[config.mk]
export PLATFORM = sky130hd
export DESIGN_NAME = ram_porta_arbiter
export DESIGN_NICKNAME = d
export VERILOG_FILES = /design/src/rtl/ram_porta_arbiter.sv
export SDC_FILE = /design/constraint.sdc
export NUM_CORES = 1
export LEC_CHECK = 0
export ABC_AREA = 1
export CAP_MARGIN = 20
export CORE_AREA = 2 2 120 122
export CTS_BUF_LIST = sky130_fd_sc_hd__clkbuf_8
export DETAILED_ROUTE_END_ITERATION = 16
export DIE_AREA = 0 0 122 124
export DONT_BUFFER_PORTS = 1
export PLACE_DENSITY = 0.44
export SYNTH_ARGS = -nofsm -noshare
export SYNTH_HDL_FRONTEND = slang
export SYNTH_SLANG_ARGS = --single-unit
[constraint.sdc]
create_clock -name clk -period 3.3 [get_ports clk]
set_input_delay 0.66 -clock clk [delete_from_list [all_inputs] [get_ports clk]]
set_output_delay 0.66 -clock clk [all_outputs]
set_load 0.05 [all_outputs]
[src/rtl/ram_porta_arbiter.sv]
// ram_porta_arbiter
// -----------------
// Arbitrates two requesters onto RAM_Interface port A (byte-addressable
// data port, one-cycle read latency). Requester 0 is the core load/store
// path; requester 1 is an auxiliary master (UART loader / debug).
// One command is granted per cycle, and the granted command is registered
// onto the RAM port. Read data is steered back to the requester that
// issued the read, together with an rvalid strobe two cycles after grant.
//
// Configuration macro:
//   ARB_RR_EN  defined   -> round-robin arbitration on ties (1-bit pointer)
//              undefined -> fixed priority (m0 first) with a starvation
//                           guard that force-grants m1 after STARVE_LIMIT
//                           consecutive waiting cycles
//
// Parameters:
//   STARVE_LIMIT  cycles m1 may wait before it is force-granted (1..15)
//
// Ports:
//   clk, rst                   clock, synchronous active-high reset
//   m0_*/m1_* req,we,re,addr,din   requester commands (held until gnt)
//   m0_gnt, m1_gnt             combinational accept strobes
//   m0_rvalid, m1_rvalid       read data valid for that requester
//   m0_rdata, m1_rdata         read data (mirror of ram_doutA)
//   ram_weA, ram_reA,
//   ram_addrA, ram_dinA        registered RAM port A command
//   ram_doutA                  RAM read data, one cycle after command

module ram_porta_arbiter #(
    parameter int unsigned STARVE_LIMIT = 4
) (
    input  logic        clk,
    input  logic        rst,

    input  logic        m0_req,
    input  logic [1:0]  m0_we,
    input  logic [2:0]  m0_re,
    input  logic [31:0] m0_addr,
    input  logic [31:0] m0_din,
    output logic        m0_gnt,
    output logic        m0_rvalid,
    output logic [31:0] m0_rdata,

    input  logic        m1_req,
    input  logic [1:0]  m1_we,
    input  logic [2:0]  m1_re,
    input  logic [31:0] m1_addr,
    input  logic [31:0] m1_din,
    output logic        m1_gnt,
    output logic        m1_rvalid,
    output logic [31:0] m1_rdata,

    output logic [1:0]  ram_weA,
    output logic [2:0]  ram_reA,
    output logic [31:0] ram_addrA,
    output logic [31:0] ram_dinA,
    input  logic [31:0] ram_doutA
);

    // Selected (granted) command
    logic        any_gnt;
    logic [1:0]  sel_we;
    logic [2:0]  sel_re;
    logic [31:0] sel_addr;
    logic [31:0] sel_din;
    logic        is_write;
    logic        is_read;

    // Read-owner pipeline: stage 1 aligns with the command on ram_*,
    // stage 2 aligns with ram_doutA.
    logic        s1_valid;
    logic        s1_id;
    logic        s2_valid;
    logic        s2_id;

`ifdef ARB_RR_EN
    // 1 = m1 was granted most recently; reset value makes m0 win first tie
    logic        last_m1;
`else
    localparam logic [3:0] LIMIT = 4'(STARVE_LIMIT);
    logic [3:0]  wait_cnt;
    logic        starve;

    assign starve = (wait_cnt == LIMIT);
`endif

    // Grant decision. Nothing is granted while rst is high.
    always_comb begin
        m0_gnt = 1'b0;
        m1_gnt = 1'b0;
        if (!rst) begin
            if (m0_req && m1_req) begin
`ifdef ARB_RR_EN
                if (last_m1) begin
                    m0_gnt = 1'b1;
                end else begin
                    m1_gnt = 1'b1;
                end
`else
                if (starve) begin
                    m1_gnt = 1'b1;
                end else begin
                    m0_gnt = 1'b1;
                end
`endif
            end else begin
                m0_gnt = m0_req;
                m1_gnt = m1_req;
            end
        end
    end

    // Command mux. A write wins over a read in an illegal both-set command.
    always_comb begin
        any_gnt  = m0_gnt | m1_gnt;
        sel_we   = m1_gnt ? m1_we   : m0_we;
        sel_re   = m1_gnt ? m1_re   : m0_re;
        sel_addr = m1_gnt ? m1_addr : m0_addr;
        sel_din  = m1_gnt ? m1_din  : m0_din;
        is_write = any_gnt && (sel_we != 2'b00);
        is_read  = any_gnt && (sel_we == 2'b00) && (sel_re != 3'b000);
    end

    // RAM port register. Idle and no-op grants drive the port to all zero.
    always_ff @(posedge clk) begin
        if (rst) begin
            ram_weA   <= '0;
            ram_reA   <= '0;
            ram_addrA <= '0;
            ram_dinA  <= '0;
        end else if (is_write) begin
            ram_weA   <= sel_we;
            ram_reA   <= '0;
            ram_addrA <= sel_addr;
            ram_dinA  <= sel_din;
        end else if (is_read) begin
            ram_weA   <= '0;
            ram_reA   <= sel_re;
            ram_addrA <= sel_addr;
            ram_dinA  <= '0;
        end else begin
            ram_weA   <= '0;
            ram_reA   <= '0;
            ram_addrA <= '0;
            ram_dinA  <= '0;
        end
    end

    // Owner pipeline; clearing both stages on reset drops reads in flight.
    always_ff @(posedge clk) begin
        if (rst) begin
            s1_valid <= 1'b0;
            s1_id    <= 1'b0;
            s2_valid <= 1'b0;
            s2_id    <= 1'b0;
        end else begin
            s1_valid <= is_read;
            s1_id    <= m1_gnt;
            s2_valid <= s1_valid;
            s2_id    <= s1_id;
        end
    end

`ifdef ARB_RR_EN
    // Pointer follows every grant, including no-op grants.
    always_ff @(posedge clk) begin
        if (rst) begin
            last_m1 <= 1'b1;
        end else if (any_gnt) begin
            last_m1 <= m1_gnt;
        end
    end
`else
    // Count consecutive cycles m1 has been kept waiting, saturating.
    always_ff @(posedge clk) begin
        if (rst) begin
            wait_cnt <= '0;
        end else if (!m1_req || m1_gnt) begin
            wait_cnt <= '0;
        end else if (!starve) begin
            wait_cnt <= wait_cnt + 4'd1;
        end
    end
`endif

    // Response steering
    always_comb begin
        m0_rvalid = s2_valid && !s2_id;
        m1_rvalid = s2_valid &&  s2_id;
        m0_rdata  = ram_doutA;
        m1_rdata  = ram_doutA;
    end

endmodule

==> impl_metrics.env <==
export IMPL_initial_core_util=0.280
export IMPL_post_dp_cell_area_mm2=0.00343
export IMPL_cp_start_kind="flip-flop"
export IMPL_yosysWarnings=0
export IMPL_dr_first_iter_drc_count=138
export IMPL_p_seq_frac=0.537
export IMPL_ant_nets=0
export IMPL_clk_latency_ns=0.36
export IMPL_hpwl_um=8530
export IMPL_antenna_cells=0
export IMPL_cts_tree="yes"
export IMPL_gr_usage_met3=0.0582
export IMPL_vias=2957
export IMPL_cts_setup_buffers=0
export IMPL_synthCells=525
export IMPL_tns_ns=0
export IMPL_syn_to_final_growth_pct=-4.18
export IMPL_vdd_drop_max_mv=0.205
export IMPL_ys_ff_latch=77
export IMPL_cts_buffer_depth=2
export IMPL_tightest_slew_ns=0.897
export IMPL_grt_antenna_before_repair=0
export IMPL_cts_root_buf="clkbuf_8"
export IMPL_io_pins=311
export IMPL_htreeDepth=3
export IMPL_grt_util_met2=0.249
export IMPL_min_period_ns=2.42
export IMPL_rsz0062_at_grt="no"
export IMPL_maxCapViolations=0
export IMPL_worstPathMaxFanout=18
export IMPL_synth_seq_area_share=0.402
export IMPL_yosysTopAreaCell="dfxtp_1"
export IMPL_clkSinkCount=77
export IMPL_maxSlewHeadroom=0.400
export IMPL_synthArstFlopShare=0
export IMPL_finalSetupViolations=0
export IMPL_status="finished, final reports clean"
export IMPL_grt_most_used_layer="met2"
export IMPL_ctsHoldBuffers=0
export IMPL_die_area_mm2=0.0151
export IMPL_fill_cells=1502
export IMPL_final_cells=634
export IMPL_firstDrtPassIters=4
export IMPL_num_rows=43
export IMPL_grt_max_degree=35
export IMPL_hold_path_class="in -> reg"
export IMPL_die_h_um=124
export IMPL_slew_violations=0
export IMPL_synth_cell_types=24
export IMPL_track_usage=0.139
export IMPL_skew_ns=0.00862
export IMPL_crit_required_ns=2.64
export IMPL_place_congestion=0.751
export IMPL_syn_area_mm2=0.00383
export IMPL_finalPower_mw=2.40
export IMPL_fin_util=0.268
export IMPL_cp_arrival_ns=1.76
export IMPL_final_area_mm2=0.00367
export IMPL_leakage_nw=1.82
export IMPL_remaining_drc_errors=0
export IMPL_place_inst=618
export IMPL_syn_nets=701
export IMPL_clkPwrFrac=0.370
export IMPL_synth_edf_count=0
export IMPL_vias_per_cell=4.66
export IMPL_hold_viol=0
export IMPL_power_switching_uw=807
export IMPL_met1_usage=0.135
export IMPL_pwr_share_comb=0.093
export IMPL_holdWs_ns=0.362
export IMPL_portBuffers=0
export IMPL_dominantRegCellSynth="dfxtp_1"
export IMPL_grt_pass1_vias=2757
export IMPL_crit_type="reg -> out"
export IMPL_worst_slack_ns=0.876
export IMPL_fin_nets=625
export IMPL_clkSlewWorstSetupHoldPaths_ns=0.08
export IMPL_netlist_top_cells_area="dfxtp_1 (40%), nand2_1 (23%), buf_4 (13%)"
export IMPL_end_kind="primary output"
export IMPL_p_int_mw=1.60
export IMPL_mostFrequentLayoutCells="nand2_1 (237), dfxtp_1 (77), nand3_1 (37), a22oi_1 (32), inv_1 (18)"
export IMPL_swShare=0.336
export IMPL_yosysTopAreaCellShare=0.402
export IMPL_fin_crit_sh=0.735
export IMPL_drive_above_1_share=0.0727
export IMPL_final_common_cell="nand2_1"
export IMPL_post_drt_wl_per_cell_um=17.7
export IMPL_grt_pass1_wl_um=15600
export IMPL_syn_avg_cell_area_um2=7.30
export IMPL_core_area_mm2=0.0137
export IMPL_max_freq_mhz=413
export IMPL_routed_wl_um=11200
export IMPL_die_w_um=122
export IMPL_gr_total_overflow=0
export IMPL_cts_buffers=9
export IMPL_post_cts_resize_count=0
export IMPL_preCtsSetupSlack_ns=0.956
export IMPL_p_per_area_mw_per_mm2=654
[worst max-delay path, stage by stage (launching register included)]
cell     delay [ns]
dfxtp_1        0.34
inv_1          0.06
ha_1           0.18
nand3_2        0.15
nand2_4        0.13
nand2_4        0.09
inv_2          0.44
[routing by layer]
layer	up-vias	part of all wire
li1	1431	-
met1	1334	0.34
met2	171	0.52
met3	21	0.11
met4	0	0.030
met5	-	0
[power by group through the flow]
stage	clock, mW	sequential, mW	combinational [mW]
5_1_grt	0.959	1.30	0.260
3_5_place_dp	0	1.32	0.227
4_1_cts	0.930	1.29	0.227
2_1_floorplan	0	1.30	0.407
6_report	0.889	1.29	0.223
3_3_place_gp	0	1.32	0.220
[cell usage after synthesis (2+ instances only)]
| cell | number |
|---|---|
| a22oi_1 | 32 |
| buf_2 | 17 |
| buf_4 | 68 |
| buf_6 | 7 |
| dfxtp_1 | 77 |
| ha_1 | 2 |
| inv_1 | 17 |
| inv_2 | 2 |
| nand2_1 | 237 |
| nand2_2 | 2 |
| nand2_4 | 4 |
| nand3_1 | 37 |
| nand3_2 | 2 |
| nand3b_1 | 3 |
| nor2_1 | 9 |
[path summary, 6_finish.rpt]
check / startpoint / end / slack, ns / cells past startpoint
min reg2reg: s1_id / s2_id / 0.41 / 2
max: wait_cnt[0] / m1_gnt / 0.88 / 6
max reg2reg: wait_cnt[0] / ram_dinA[24] / 1.08 / 9
min: rst / s2_id / 0.36 / 1
[state kept, by name (all words and copies together) (netlist names)]
| register | count |
|---|---|
| s2_valid | 1 |
| s2_id | 1 |
| ram_reA | 3 |
| ram_dinA | 32 |
| ram_weA | 2 |
| ram_addrA | 32 |
| wait_cnt | 4 |
| s1_valid | 1 |
| s1_id | 1 |
[final cells by class]
| type | instances | area [µm²] | share of cell area |
|---|---|---|---|
| multi-input combinational | 336 | 1540 | 0.420 |
| sequential | 77 | 1540 | 0.419 |
| tap | 180 | 225 | 0.0613 |
| clock buffer | 10 | 138 | 0.0375 |
| clock inverter | 6 | 110 | 0.0300 |
| inverter | 19 | 71.3 | 0.0194 |
| timing repair buffer | 6 | 45.0 | 0.0123 |
[cell families (layout without fill, tap and decap cells)]
logic type	count (synthesis)	count (layout)	synth area share
fa+ha+maj	2	2	0.00652
xor+xnor	2	2	0.00457
flops	77	77	0.402
simple gates	297	297	0.324
buf+inv	112	41	0.195
compound gates	35	35	0.0679
Note: power is estimated with default switching activity, not from simulation.
